==> config.mk <==
export PLATFORM = sky130hd
export DESIGN_NAME = prism_sp_tx_queue_arbiter_flat
export DESIGN_NICKNAME = d
export VERILOG_FILES = /design/src/rtl/prism_sp_tx_queue_arbiter_pkg.sv /design/src/rtl/prism_sp_tx_queue_arbiter_if.sv /design/src/rtl/prism_sp_tx_queue_arbiter_rr_pick.sv /design/src/rtl/prism_sp_tx_queue_arbiter.sv /design/src/flat_wrapper.sv
export SDC_FILE = /design/constraint.sdc
export NUM_CORES = 1
export LEC_CHECK = 0
export BUFFER_PORTS_ARGS = -buffer_cell sky130_fd_sc_hd__clkbuf_2
export CELL_PAD_IN_SITES_DETAIL_PLACEMENT = 0
export CELL_PAD_IN_SITES_GLOBAL_PLACEMENT = 2
export CORE_ASPECT_RATIO = 1.2
export CORE_MARGIN = 2
export CORE_UTILIZATION = 29
export DETAILED_ROUTE_END_ITERATION = 10
export PLACE_DENSITY = 0.79
export SLEW_MARGIN = 5
export SYNTH_ARGS = -nofsm -noshare
export SYNTH_HDL_FRONTEND = slang
export SYNTH_HIERARCHICAL = 1
export SYNTH_SLANG_ARGS = --single-unit
==> constraint.sdc <==
create_clock -name clk -period 2.15 [get_ports clk]
set_input_delay 0.1075 -clock clk [delete_from_list [all_inputs] [get_ports clk]]
set_output_delay 0.1075 -clock clk [all_outputs]
set_load 0.1 [all_outputs]
==> src/rtl/prism_sp_tx_queue_arbiter_pkg.sv <==
// Shared configuration for the PRISM SP queue arbiters: FSM state encoding
// and the weight helper that turns a zero weight into one frame per turn.
package sp_unit_config;

   typedef enum logic {
      ST_IDLE = 1'b0,
      ST_BUSY = 1'b1
   } arb_state_e;

   // Widest per-queue weight the helper accepts; callers cast down to their width.
   localparam int MAX_WEIGHT_WIDTH = 16;

   function automatic logic [MAX_WEIGHT_WIDTH-1:0] weight_or_one(
      input logic [MAX_WEIGHT_WIDTH-1:0] w
   );
      return (w == '0) ? MAX_WEIGHT_WIDTH'(1) : w;
   endfunction

endpackage

==> src/rtl/prism_sp_tx_queue_arbiter_if.sv <==
// Queue-side bundle between the per-queue TX units (master) and the arbiter (slave).
//
// Handshake: req[i] is a level held while queue i has a complete frame ready.
// grant is one-hot (or zero) and, once asserted, is held unchanged until a
// single-cycle frame_last pulse marks the granted frame's last accepted beat;
// txdone[i] then pulses for one cycle together with grant returning to zero.
interface prism_sp_tx_queue_arbiter_if #(
   parameter int NUM_QUEUES = 2,
   parameter int IDW        = (NUM_QUEUES > 1) ? $clog2(NUM_QUEUES) : 1
);

   logic [NUM_QUEUES-1:0] req;
   logic                  frame_last;
   logic [NUM_QUEUES-1:0] grant;
   logic [IDW-1:0]        grant_id;
   logic [NUM_QUEUES-1:0] txdone;

   modport master (
      output req, frame_last,
      input  grant, grant_id, txdone
   );

   modport slave (
      input  req, frame_last,
      output grant, grant_id, txdone
   );

endinterface

==> src/rtl/prism_sp_tx_queue_arbiter_rr_pick.sv <==
// Combinational round-robin search: first eligible queue at or after ptr_i,
// wrapping around; shared by the TX and RX queue arbiters.
module prism_sp_rr_pick #(
   parameter int N   = 2,
   parameter int IDW = (N > 1) ? $clog2(N) : 1
) (
   input  logic [N-1:0]   eligible_i,
   input  logic [IDW-1:0] ptr_i,
   output logic           valid_o,
   output logic [IDW-1:0] idx_o
);

   // Scan offsets from the far end down so the smallest offset is the last write.
   always_comb begin
      valid_o = 1'b0;
      idx_o   = '0;
      for (int k = N - 1; k >= 0; k--) begin
         if (eligible_i[(int'(ptr_i) + k) % N]) begin
            valid_o = 1'b1;
            idx_o   = IDW'((int'(ptr_i) + k) % N);
         end
      end
   end

endmodule

==> src/rtl/prism_sp_tx_queue_arbiter.sv <==
// Weighted round-robin owner of the GEM TX datapath: grants one queue per
// frame, lets the owner keep its turn for `weight` frames, then moves on.
module prism_sp_tx_queue_arbiter
   import sp_unit_config::*;
#(
   parameter int NUM_QUEUES   = 2,
   parameter int WEIGHT_WIDTH = 4
) (
   input  logic                               clk,
   input  logic                               resetn,
   input  logic [NUM_QUEUES-1:0]              queue_enable,
   input  logic [NUM_QUEUES*WEIGHT_WIDTH-1:0] queue_weight,
   prism_sp_tx_queue_arbiter_if.slave         tx_if,
   output logic                               protocol_error,
   output arb_state_e                         dbg_state
);

   localparam int IDW = (NUM_QUEUES > 1) ? $clog2(NUM_QUEUES) : 1;

   arb_state_e              state_q, state_d;
   logic [NUM_QUEUES-1:0]   grant_q, grant_d;
   logic [IDW-1:0]          grant_id_q, grant_id_d;
   logic [NUM_QUEUES-1:0]   txdone_q, txdone_d;
   logic                    perr_q, perr_d;
   logic [IDW-1:0]          rr_ptr_q, rr_ptr_d;
   logic [WEIGHT_WIDTH-1:0] credit_q, credit_d;

   logic                    pick_valid;
   logic [IDW-1:0]          pick_idx;
   logic [WEIGHT_WIDTH-1:0] win_weight;
   logic [WEIGHT_WIDTH-1:0] credit_dec;
   logic [IDW-1:0]          next_ptr;

   prism_sp_rr_pick #(
      .N   (NUM_QUEUES),
      .IDW (IDW)
   ) u_rr_pick (
      .eligible_i (tx_if.req & queue_enable),
      .ptr_i      (rr_ptr_q),
      .valid_o    (pick_valid),
      .idx_o      (pick_idx)
   );

   assign win_weight = queue_weight[int'(pick_idx)*WEIGHT_WIDTH +: WEIGHT_WIDTH];
   assign credit_dec = credit_q - WEIGHT_WIDTH'(1);
   assign next_ptr   = (grant_id_q == IDW'(NUM_QUEUES - 1)) ? '0 : grant_id_q + IDW'(1);

   // grant_id_q keeps naming the last owner while idle, so the credit check
   // below can tell whether the owner is continuing its turn.
   always_comb begin
      state_d    = state_q;
      grant_d    = grant_q;
      grant_id_d = grant_id_q;
      txdone_d   = '0;
      perr_d     = perr_q;
      rr_ptr_d   = rr_ptr_q;
      credit_d   = credit_q;
      case (state_q)
         ST_IDLE: begin
            if (tx_if.frame_last) perr_d = 1'b1;
            if (pick_valid) begin
               state_d           = ST_BUSY;
               grant_d           = '0;
               grant_d[pick_idx] = 1'b1;
               grant_id_d        = pick_idx;
               rr_ptr_d          = pick_idx;
               if (pick_idx != grant_id_q || credit_q == '0)
                  credit_d = WEIGHT_WIDTH'(weight_or_one(MAX_WEIGHT_WIDTH'(win_weight)));
            end
         end
         ST_BUSY: begin
            if (tx_if.frame_last) begin
               state_d  = ST_IDLE;
               grant_d  = '0;
               txdone_d = grant_q;
               credit_d = credit_dec;
               rr_ptr_d = (credit_dec == '0) ? next_ptr : grant_id_q;
            end
         end
         default: state_d = ST_IDLE;
      endcase
   end

   always_ff @(posedge clk or negedge resetn) begin
      if (!resetn) begin
         state_q    <= ST_IDLE;
         grant_q    <= '0;
         grant_id_q <= '0;
         txdone_q   <= '0;
         perr_q     <= 1'b0;
         rr_ptr_q   <= '0;
         credit_q   <= '0;
      end else begin
         state_q    <= state_d;
         grant_q    <= grant_d;
         grant_id_q <= grant_id_d;
         txdone_q   <= txdone_d;
         perr_q     <= perr_d;
         rr_ptr_q   <= rr_ptr_d;
         credit_q   <= credit_d;
      end
   end

   assign tx_if.grant    = grant_q;
   assign tx_if.grant_id = grant_id_q;
   assign tx_if.txdone   = txdone_q;
   assign protocol_error = perr_q;
   assign dbg_state      = state_q;

endmodule

==> src/flat_wrapper.sv <==
// flat-port wrapper written by rule: the top's interface ports become plain ports
module prism_sp_tx_queue_arbiter_flat import sp_unit_config::*;
#(
   parameter int NUM_QUEUES   = 2,
   parameter int WEIGHT_WIDTH = 4
)
  (clk, resetn, queue_enable, queue_weight, protocol_error, dbg_state, tx_if_req, tx_if_frame_last, tx_if_grant, tx_if_grant_id, tx_if_txdone);
  prism_sp_tx_queue_arbiter_if #(.NUM_QUEUES(NUM_QUEUES)) tx_if_i ();
  input  logic clk;
  input  logic resetn;
  input  logic [NUM_QUEUES-1:0] queue_enable;
  input  logic [NUM_QUEUES*WEIGHT_WIDTH-1:0] queue_weight;
  output logic protocol_error;
  output arb_state_e dbg_state;
  input wire logic [$bits(tx_if_i.req)-1:0] tx_if_req;
  input wire logic [$bits(tx_if_i.frame_last)-1:0] tx_if_frame_last;
  output wire logic [$bits(tx_if_i.grant)-1:0] tx_if_grant;
  output wire logic [$bits(tx_if_i.grant_id)-1:0] tx_if_grant_id;
  output wire logic [$bits(tx_if_i.txdone)-1:0] tx_if_txdone;
  assign tx_if_i.req = tx_if_req;
  assign tx_if_i.frame_last = tx_if_frame_last;
  assign tx_if_grant = tx_if_i.grant;
  assign tx_if_grant_id = tx_if_i.grant_id;
  assign tx_if_txdone = tx_if_i.txdone;
  prism_sp_tx_queue_arbiter #(.NUM_QUEUES(NUM_QUEUES), .WEIGHT_WIDTH(WEIGHT_WIDTH)) u_core (.clk(clk), .resetn(resetn), .queue_enable(queue_enable), .queue_weight(queue_weight), .tx_if(tx_if_i), .protocol_error(protocol_error), .dbg_state(dbg_state));
endmodule
* After elaboration in Yosys (flattened, before gate mapping)
Cells that the tools add are included.
** Storage, ports and cells
- Output and inout bits :: 7
- Register bits after elaboration :: 12
** Cells by class
- Reduce and logical (&&, ||, !) cells :: 9
- Bitwise operators :: 3
- Eq/ne operators :: 4
- Order comparisons :: 4
- Add/sub/neg operators :: 3
- Mux-type cells :: 29
- Shifts and indexed selects :: 1
** Operator list (count)
- 1-bit two-way mux :: 16
- 4-bit two-way mux :: 4
- 4-bit zero test :: 3
- 2-bit two-way mux :: 4
- 4-bit case mux with 2 select lines :: 1
- 8-bit by 4-bit indexed part select with 4-bit output :: 1
- 2-bit AND reduction :: 3
- 1-bit by 2-bit less-than comparator with 1-bit output (second input constant) :: 2
- 2-bit by 1-bit != test with 1-bit output (second input constant) :: 2
- 1-bit case mux with 2 select lines :: 2
- 2-bit case mux with 2 select lines :: 1
- 4-bit by 1-bit subtractor with 4-bit output (second input constant) :: 1
- 2-bit by 3-bit less-than comparator with 1-bit output (second input constant) :: 1
- 3-bit AND reduction :: 1
- 1-bit adder (second input constant) :: 2
- 2-bit bitwise AND :: 1
- 2-bit != test (second input constant) :: 1
- 1-bit bitwise AND (first input constant) :: 1
- 1-bit demux with 1-bit select :: 1
- 1-bit greater-or-equal comparator (second input constant) :: 1
- 1-bit logical AND :: 1
- 1-bit logical OR :: 1
- 1-bit != test :: 1
- 1-bit inverter :: 1

* Longest topological paths before layout
Gate-level depths: netlist of run 1.
- Depth in word-level cells :: 13
- Mapped depth :: 7
- Gate-level depth less buffers :: 6

* Modules after synthesis
The synthesis of run 1 kept the hierarchy.
** By module, submodules not included
- prism_sp_tx_queue_arbiter :: seq. area each 300.3 um^2, instances 1, area each 738.2 um^2, cells an instance 75
- prism_sp_rr_pick :: seq. area each 0.0 um^2, instances 1, area each 17.5 um^2, cells an instance 3

* Least setup slack after synthesis of run 1
OpenSTA, ideal clock, no wires.
- Kind :: register to register
- Start :: register u_core.grant_id_q (netlist: u_core/tx_if.grant_id)
- End :: register u_core.credit_q[0]
- Arrival :: 1.719 ns
- Required time :: 2.025 ns
- Path buffers :: 0
- Slack :: 0.306 ns
- Cell stages (with the launch flop) :: 5
- Clock period less this slack :: 1.844 ns
- Cells stage by stage :: dfrtp_1 > xor2_1 > o21ai_2 > nand2_1 > mux2_2
** Between the ends
- Longest elaborated chain between the ends :: 4
** RTL lines
- start: declaration :: RTL line prism_sp_tx_queue_arbiter.sv:22 : logic [IDW-1:0] grant_id_q, grant_id_d;
- start signal: assignment :: RTL line prism_sp_tx_queue_arbiter.sv:96 : grant_id_q <= grant_id_d;
- 1-bit != test :: RTL line prism_sp_tx_queue_arbiter.sv:67 : if (pick_idx != grant_id_q || credit_q == '0)
- 1-bit logical OR :: RTL line prism_sp_tx_queue_arbiter.sv:67
- 2-bit by 1-bit != test with 1-bit output (no source line)
- 3-bit AND reduction (no source line)
- end signal: assignment :: RTL line prism_sp_tx_queue_arbiter.sv:100 : credit_q <= credit_d;
- end: declaration :: RTL line prism_sp_tx_queue_arbiter.sv:26 : logic [WEIGHT_WIDTH-1:0] credit_q, credit_d;
No other way between the ends.
A chain may end at the register's enable or synchronous reset.

* Worst setup path after layout of run 1
- Start :: register u_core.credit_q[1]
- End :: register u_core.credit_q[0]
** Between the ends
- Longest elaborated chain between the ends :: 4
** RTL lines (RTL line)
- 4-bit zero test :: prism_sp_tx_queue_arbiter.sv:67
- 1-bit logical OR :: prism_sp_tx_queue_arbiter.sv:67
- 2-bit by 1-bit != test with 1-bit output (no source line)
- 3-bit AND reduction (no source line)
No other way between the ends.

==> flow_summary.ini, run 1 <==
[grt]
grt_max_degree = 15
grt_pass1_wl_mm = 2.780
antenna_found_initial = 0
grt_pass1_vias = 637
gr-total-overflow = 0
track_usage_pct = 12.18

[floorplanning]
fp.dieW_um = 50.60
start_util_pct = 30.20
num_io_pins = 22
dieArea_mm2 = 0.003032
dieHeight_um = 59.92
num_rows = 20
fp.coreArea_mm2 = 0.002502

[cts]
cts_tree = built
cts_resized = 0
hold_buffers = 1
clkLatencyLatePin_ns = 0.28
cts_root_buf = clkbuf_4
cts_setup_buffers = 0
numClockSinks = 12
path_clk_slew_ns = 0.09
htreeDepth = 1
cts_made_buffers = 3
clk_path_buf_depth = 2

[cells_and_area]
fin_nets = 119
num_antenna_cells = 0
fin_util_pct = 37.30
final_area_um2 = 933.4
area_growth_syn_to_layout_pct = 23.51
final_cells = 134
drive_gt1_share_pct = 32.67

[sta]
fin_skew_ns = 0.007933
hold_viol = 0
finalSetupViolations = 0
min_period_over_period_pct = 80.96
relSlewSlack_pct = 64.15
drv_slew = 0
fmax_mhz = 574.5
final.setup.worst_slack_ns = 0.4093
worst_pin_slew_ns = 0.5401
fin_setup_tns_ns = 0
min_period_ns = 1.741
rsz0062_at_grt = no

[logic_synthesis]
syn_area_um2 = 755.7
post_synth.cell_area_avg_um2 = 9.689
synth_fa_ha_area_share_pct = 3.311
synth_xor_area_share_pct = 2.318
synth_top_family_by_area = multiplexers
ys_ff_latch = 12
yosys_warnings = 6
seq_area_frac_synth_pct = 39.74
synth-simple-area-share_pct = 16.23
syn-num-nets = 95
synth_compound_area_share_pct = 14.57
synthCells = 78
synthMuxAreaShare_pct = 17.88
synth_cell_type_count = 29

[pwr]
seqPwrFrac_pct = 36.0
p_leak_nw = 0.4650
power_density_mw_per_mm2 = 1130
swShare_pct = 45.18
p_comb_share_pct = 46.5
vdd_drop_max_mv = 0.4902
clock_power_share_pct = 17.5
p_int_w = 0.0005784
p_sw_w = 0.0004768

[worst_hold_path]
hold_class = in2reg

[routing]
ant_nets = 0
vias_per_cell = 4.896
drt-total-wl_mm = 1.661
drt_iter0_markers = 12
drtPass1Iterations = 4
dr_total_vias = 656
drc_errors = 0
wire_per_inst_um = 12.40

[critical_path]
r2r-start = u_core/credit_q[1]
r2r-end = u_core/credit_q[0]
crit_required_ns = 2.31
critPathCaptureType = flop
cp-startpoint = u_core/credit_q[1]
critPathKind = reg2reg
rr_worst_depth = 6
r2r_slack_ns = 0.41
crit_end = u_core/credit_q[0]
cp.arrival_ns = 1.90
critPathMaxFanout = 5
worstSetupStartpointType = flop

[place]
gp_congestion = 0.8121
port-buffer-count = 21
place_inst = 129
place_ws_ns = 0.4683
place.detailed.hpwl_mm = 1.256
place_area_um2 = 887.1

[flow_run]
max-cap-violations = 0

[outcome]
status = finished, final reports clean
[synth_stat cells, drive strengths merged]
cell / count / area, µm²
a22oi: 1 / 7.510
dfrtp: 12 / 300.3
or2: 1 / 6.260
buf: 1 / 11.26
o21a: 3 / 22.52
and2b: 1 / 7.510
o221a: 1 / 11.26
xnor2: 1 / 8.760
nor3b: 2 / 15.01
nor2: 2 / 7.510
and2: 2 / 12.51
nor3: 1 / 5.000
clkbuf: 3 / 11.26
o221ai: 1 / 8.760
and4b: 1 / 11.26
o21ai: 7 / 38.79
nand2: 9 / 33.78
a21o: 1 / 7.510
a31oi: 1 / 6.260
nand3: 1 / 5.000
and3: 2 / 12.51
mux2: 4 / 45.04
ha: 2 / 25.02
or3: 1 / 6.260
mux2i: 9 / 90.09
inv: 6 / 22.52
a21boi: 1 / 7.510
xor2: 1 / 8.760
[how the worst min path moves through the flow]
stage / to / start / cells past startpoint / slack [ns]
after global placement: u_core/tx_if.txdone[0] / resetn / 1 / 0.02
after CTS: u_core/protocol_error / tx_if_frame_last / 2 / 0.20
after detailed placement: u_core/tx_if.txdone[0] / resetn / 1 / 0.02
final: u_core/protocol_error / tx_if_frame_last / 2 / 0.19
after global routing: u_core/protocol_error / tx_if_frame_last / 2 / 0.21
after floorplan: u_core/credit_q[0] / resetn / 0 / -0.19
[power groups by stage]
| stage | sequential [W] | clock [W] | combinational (W) |
|---|---|---|---|
| floorplan | 0.000501 | 0 | 0.000267 |
| global placement | 0.000383 | 0 | 0.000483 |
| detailed placement | 0.000385 | 0 | 0.000484 |
| CTS | 0.000380 | 0.000187 | 0.000490 |
| global route | 0.000393 | 0.000196 | 0.000532 |
| finish | 0.000380 | 0.000185 | 0.000490 |
[layout by cell type (no fill, tap or decap), types with 3 or more instances in the layout]
cell type,count
clkbuf_4,3
clkbuf_2,21
mux2i_1,9
dfrtp_1,12
o21a_1,3
o21ai_0,6
nand2_1,9
mux2_2,4
inv_1,6
[through the flow]
step,hold slack (ns),total power (W)
floorplan,-0.1881,0.0007687
global placement,0.01839,0.0008654
detailed placement,0.01804,0.0008690
CTS,0.1976,0.001058
global route,0.2050,0.001121
finish,0.1924,0.001055
[layer usage]
| layer | GRT usage [%] | routed length (µm) | up-vias |
|---|---|---|---|
| met2 | 22.56 | 814 | 31 |
| met4 | 3.475 | 6 | 0 |
| met3 | 2.250 | 111 | 2 |
| li1 | - | - | 319 |
| met5 | 0 | 0 | - |
| met1 | 14.29 | 729 | 304 |
[cell families after synthesis]
| family | after synthesis |
|---|---|
| adders and majority gates | 2 |
| muxes | 13 |
| AOI/OAI and AO/OA | 16 |
| xor gates and xnor gates | 2 |
| and+or+nand+nor | 23 |
| buffers and inverters | 10 |
| DFF | 12 |
[sequential cells by signal (all words and copies together) (netlist names)]
signal,flops
u_core/dbg_state,1
u_core/protocol_error,1
u_core/tx_if.txdone,2
u_core/rr_ptr_q,1
u_core/tx_if.grant,2
u_core/credit_q,4
u_core/tx_if.grant_id,1
[area by class of cell]
type | instances | area (µm²)
Multi-Input combinational cell | 56 | 410.4
Sequential cell | 12 | 300.3
Inverter | 6 | 22.52
Tap cell | 33 | 41.29
Clock buffer | 4 | 36.28
Timing Repair Buffer | 23 | 122.6
Fill cell | 270 | 1569
[critical path: stages, from the launching register on]
cell and delay [ns]:
dfrtp_1 0.42, inv_1 0.09, ha_1 0.23, nor3b_1 0.26, o21ai_2 0.13, nand2_1 0.15, mux2_2 0.35
(Power assumes the default switching activity.)
==> run 2, diff against run 1 <==
- CORE_UTILIZATION: 29 -> 27
- PLACE_DENSITY: 0.79 -> 0.77
- clock period: 2.15 -> 1.5 ns (I/O delays scaled with it)
==> run 2 against run 1 <==
Net effect: utilization is 5.8 points higher; final area grew 26%; cell count is 12% higher; first-iteration DRC count fell by 75%; sequential cell count is the same; total power is 90% higher; fmax grew 16%; highest routed layer unchanged; worst setup slack worse by 0.40 ns; global-route usage up 0.64 points; clock power is 41% higher; die area is 6.9% higher.
==> flow_summary.ini, run 2 (synthesis gave the netlist of run 1 again) <==
[critical_path]
cpMaxStageDelayCell = dfrtp_1
critPathKind = reg2reg
cpPeakStageDelay_ns = 0.35
critPathCaptureType = flop
crit_required_ns = 1.67
path_cells = inv_1 -> a21boi_4 -> mux2_4 -> nand2_1 -> o221ai_1 -> mux2_4
cp_common_cell = mux2_4
worstSetupStartpointType = flop
critPathMaxFanout = 4
cp.arrival_ns = 1.66

[floorplanning]
num_rows = 21
fp.dieW_um = 52.30
start_util_pct = 27.66
fp.coreArea_mm2 = 0.002733
num_io_pins = 22
dieArea_mm2 = 0.003240
dieHeight_um = 61.96

[routing]
drt-total-wl_mm = 1.853
drt_iter0_markers = 3
vias_per_cell = 4.633
drtPass1Iterations = 3
dr_total_vias = 695
ant_nets = 0
wire_per_inst_um = 12.35
drc_errors = 0

[cells_and_area]
num_antenna_cells = 0
final_common_cell = clkbuf_2
area_growth_syn_to_layout_pct = 55.79
final_area_mm2 = 0.001177
drive_gt1_share_pct = 54.31
final_cell_mix = clkbuf_2, buf_4, dfrtp_1, nand2_1, mux2i_1
largest_reg_flops = 4
final_cells = 150
fillers = 289
regMostFlops = u_core/credit_q
fin_nets = 134

[worst_hold_path]
hold_class = in2reg

[sta]
min_period_over_period_pct = 99.63
fmax_mhz = 669.2
fin_skew_ns = 0.001761
drv_slew = 0
rsz0062_at_grt = yes
hold_viol = 0
whs_ns = 0.1771
finalSetupViolations = 0
min_period_ns = 1.494
relSlewSlack_pct = 64.02
worst_pin_slew_ns = 0.5420

[place]
place_inst = 143
place_area_mm2 = 0.001001
port-buffer-count = 21
place.detailed.hpwl_mm = 1.353
gp_congestion = 0.7112

[pwr]
vdd_drop_max_mv = 0.7488
power_density_mw_per_mm2 = 1706
p_leak_nw = 0.5671

[cts]
path_clk_slew_ns = 0.08
cts_root_buf = clkbuf_4
cts_made_buffers = 3
clkLatencyLatePin_ns = 0.27
numClockSinks = 12
clk_path_buf_depth = 2
htreeDepth = 1
cts_tree = built

[grt]
grt_pass1_wl_mm = 3.084
grt_max_degree = 14
track_usage_pct = 12.82
grt_pass1_vias = 713
antenna_found_initial = 0
gr-total-overflow = 0

[outcome]
status = finished, final reports clean

[flow_run]
max-cap-violations = 0
run 2: cell types whose count changed in the layout (fill, tap and decap cells not counted), moves of 3 or more:
cell,previous run,this run
buf_6,0,4
mux2_4,0,3
buf_4,1,13
mux2_2,4,1
run 2: timing repair:
action	CTS	global route
setup buffers	2	0
hold buffers	1	0
gates resized for setup	22	4
endpoints found under the setup margin	5	5
hold endpoints to repair	12	0
pin swaps	2	0
run 2: metrics by stage:
step,setup WS (ns),utilization [%],total power [W],TNS [ns]
floorplan,-0.02680,-,0.001119,-0.05360
global route,-0.08107,43.09,0.002150,-0.3353
detailed placement,-0.1166,36.63,0.001461,-0.4151
global placement,-0.05161,36.63,0.001445,-0.1515
finish,0.005586,43.09,0.002008,0
CTS,-0.005550,42.49,0.001967,-0.006609
run 2: worst paths after layout:
check | from | to | slack (ns) | cells past startpoint
worst max-delay path | u_core/rr_ptr_q | u_core/credit_q[0] | 0.006 | 6
worst max register to register | u_core/rr_ptr_q | u_core/credit_q[0] | 0.006 | 6
worst min-delay path | tx_if_frame_last | u_core/protocol_error | 0.18 | 2
min in group asynchronous | resetn | u_core/tx_if.txdone[1] | 0.22 | 2
max in group asynchronous | resetn | u_core/tx_if.grant_id | 1.01 | 2
worst min register to register | u_core/protocol_error | u_core/protocol_error | 0.47 | 1
run 2: where the power goes:
part	internal, W	leakage (nW)	switching [W]	total [W]
Combinational	0.000593	0.401	0.000609	0.00120
Sequential	0.000424	0.145	0.000122	0.000546
Clock	0.000148	0.0210	0.000114	0.000261
Total	0.00116	0.567	0.000844	0.00201
run 2: worst max-delay path, delay by kind of cell (launching register included):
| family | cells | cell delay, ns |
|---|---|---|
| AND/OR/NAND/NOR | 1 | 0.06 |
| AO/OA/AOI/OAI | 2 | 0.31 |
| buffers and inverters | 1 | 0.08 |
| multiplexers | 2 | 0.59 |
| flip-flops | 1 | 0.35 |
run 2: cell type report:
class                      count  area (µm²)  share of cell area (%)
multi-input combinational     56       515.5                   43.78
clock buffer                   4       36.28                   3.082
sequential                    12       307.8                   26.14
inverter                       6       22.52                   1.913
timing repair buffer          38       252.7                   21.47
tap                           34       42.54                   3.613
run 2: routing by layer:
metal / vias to the layer above / global-route usage, % / share of wire [%]
met1: 329 / 16.69 / 44
met3: 2 / 2.153 / 3.8
met4: 0 / 4.396 / 0.76
met2: 17 / 21.61 / 51
met5: - / 0 / 0
li1: 347 / - / -
==> run 3, diff against run 2 <==
- MAX_ROUTING_LAYER: not set -> met4
==> run 3 against run 2 <==
Net effect: non-clock buffer count stayed put; final area unchanged; clock skew is essentially flat; critical endpoint unchanged; largest power group unchanged; highest routed layer unchanged.
==> flow_summary.ini, run 3 (synthesis gave the netlist of run 1 again) <==
[floorplanning]
num_io_pins = 22
start_util_pct = 27.66
fp.coreArea_mm2 = 0.002733
dieHeight_um = 61.96
fp.dieW_um = 52.30
dieArea_mm2 = 0.003240
num_rows = 21

[cells_and_area]
final_area_mm2 = 0.001177
fin_nets = 134
final_cell_mix = clkbuf_2, buf_4, dfrtp_1, nand2_1, mux2i_1
fillers = 289
drive_gt1_share_pct = 54.31
area_growth_syn_to_layout_pct = 55.79
largest_reg_flops = 4
regMostFlops = u_core/credit_q
num_antenna_cells = 0
final_common_cell = clkbuf_2

[cts]
cts_root_buf = clkbuf_4
cts_made_buffers = 3
clkLatencyLatePin_ns = 0.27
htreeDepth = 1
numClockSinks = 12
path_clk_slew_ns = 0.08
cts_tree = built
clk_path_buf_depth = 2

[grt]
track_usage_pct = 13.22
grt_max_degree = 14
grt_pass1_vias = 712
gr-total-overflow = 0
grt_pass1_wl_mm = 3.084
antenna_found_initial = 0

[routing]
drc_errors = 0
drt_iter0_markers = 2
drtPass1Iterations = 3
ant_nets = 0
drt-total-wl_mm = 1.858
wire_per_inst_um = 12.39
dr_total_vias = 696
vias_per_cell = 4.640

[sta]
relSlewSlack_pct = 64.02
min_period_ns = 1.498
fin_skew_ns = 0.001714
rsz0062_at_grt = yes
finalSetupViolations = 0
fin_setup_tns_ns = 0
hold_viol = 0
worst_pin_slew_ns = 0.5420
fmax_mhz = 667.6
drv_slew = 0
min_period_over_period_pct = 99.85

[critical_path]
critPathMaxFanout = 4
cpMaxStageDelayCell = dfrtp_1
critPathKind = reg2reg
worstSetupStartpointType = flop
crit_required_ns = 1.67
cpPeakStageDelay_ns = 0.35
critPathCaptureType = flop
cp_common_cell = mux2_4
path_cells = inv_1 -> a21boi_4 -> mux2_4 -> nand2_1 -> o221ai_1 -> mux2_4
cp.arrival_ns = 1.66

[place]
place.detailed.hpwl_mm = 1.353
port-buffer-count = 21
gp_congestion = 0.7193
place_area_mm2 = 0.001001

[flow_run]
max-cap-violations = 0

[pwr]
power_density_mw_per_mm2 = 1706
p_leak_nw = 0.5671
vdd_drop_max_mv = 0.7489

[outcome]
status = finished, final reports clean

[worst_hold_path]
hold_class = in2reg
==> run 3: cell counts in the layout (fill, tap and decap cells not counted) <==
No cell type changed its count.
==> run 3: stage by stage <==
| stage | std cells | hold slack [ns] | worst slack, ns | utilization, % | power [W] |
|---|---|---|---|---|---|
| after floorplan | 78 | -0.2206 | -0.02680 | - | 0.001119 |
| after global placement | 143 | -0.01345 | -0.05161 | 36.63 | 0.001445 |
| after detailed placement | 143 | -0.01648 | -0.1166 | 36.63 | 0.001461 |
| after CTS | 150 | 0.1747 | -0.005550 | 42.49 | 0.001967 |
| after global routing | 150 | 0.2015 | -0.08107 | 43.09 | 0.002150 |
| final | 150 | 0.1769 | 0.002188 | 43.09 | 0.002008 |
==> run 3: final cells by class <==
cell class              instances  area (µm²)  share of cell area [%]
flip-flops and latches         12       307.8                   26.14
multi-input cells              56       515.5                   43.78
repair buffers                 38       252.7                   21.47
inverters                       6       22.52                   1.913
clock buffers                   4       36.28                   3.082
well taps                      34       42.54                   3.613
==> run 3: layer usage <==
| layer | vias up | GRT usage, % | wire [µm] |
|---|---|---|---|
| met2 | 17 | 21.61 | 937 |
| met5 | - | - | 0 |
| li1 | 347 | - | - |
| met3 | 4 | 2.153 | 64 |
| met1 | 328 | 16.69 | 832 |
| met4 | 0 | 4.396 | 23 |
==> run 3: repair_timing <==
| item | in CTS | in global routing |
|---|---|---|
| endpoints found under the hold margin | 12 | 0 |
| pin swaps | 2 | 0 |
| hold buffers | 1 | 0 |
| setup endpoints to repair | 5 | 5 |
| buffers inserted | 2 | 0 |
| resized for setup | 22 | 4 |
==> run 3: worst max-delay path, delay by kind of cell (launching register included) <==
| family | cells | cell delay, ns |
|---|---|---|
| muxes | 2 | 0.59 |
| DFF | 1 | 0.35 |
| and+or+nand+nor | 1 | 0.06 |
| buffers and inverters | 1 | 0.08 |
| AOI/OAI and AO/OA | 2 | 0.31 |
==> run 3: final timing paths <==
kind | depth (start not counted) | end | slack (ns) | from
hold reg to reg | 1 | u_core/protocol_error | 0.47 | u_core/protocol_error
hold / removal | 2 | u_core/protocol_error | 0.18 | tx_if_frame_last
setup / recovery | 6 | u_core/credit_q[0] | 0.002 | u_core/rr_ptr_q
setup reg to reg | 6 | u_core/credit_q[0] | 0.002 | u_core/rr_ptr_q
min in group asynchronous | 2 | u_core/tx_if.txdone[1] | 0.22 | resetn
max in group asynchronous | 2 | u_core/tx_if.grant_id | 1.01 | resetn
==> run 3: power by group <==
part / total [W] / leakage [nW] / switching (W) / internal, W
combinational: 0.00120 / 0.401 / 0.000609 / 0.000593
clock: 0.000261 / 0.0210 / 0.000114 / 0.000148
sequential: 0.000545 / 0.145 / 0.000121 / 0.000424
total: 0.00201 / 0.567 / 0.000844 / 0.00116
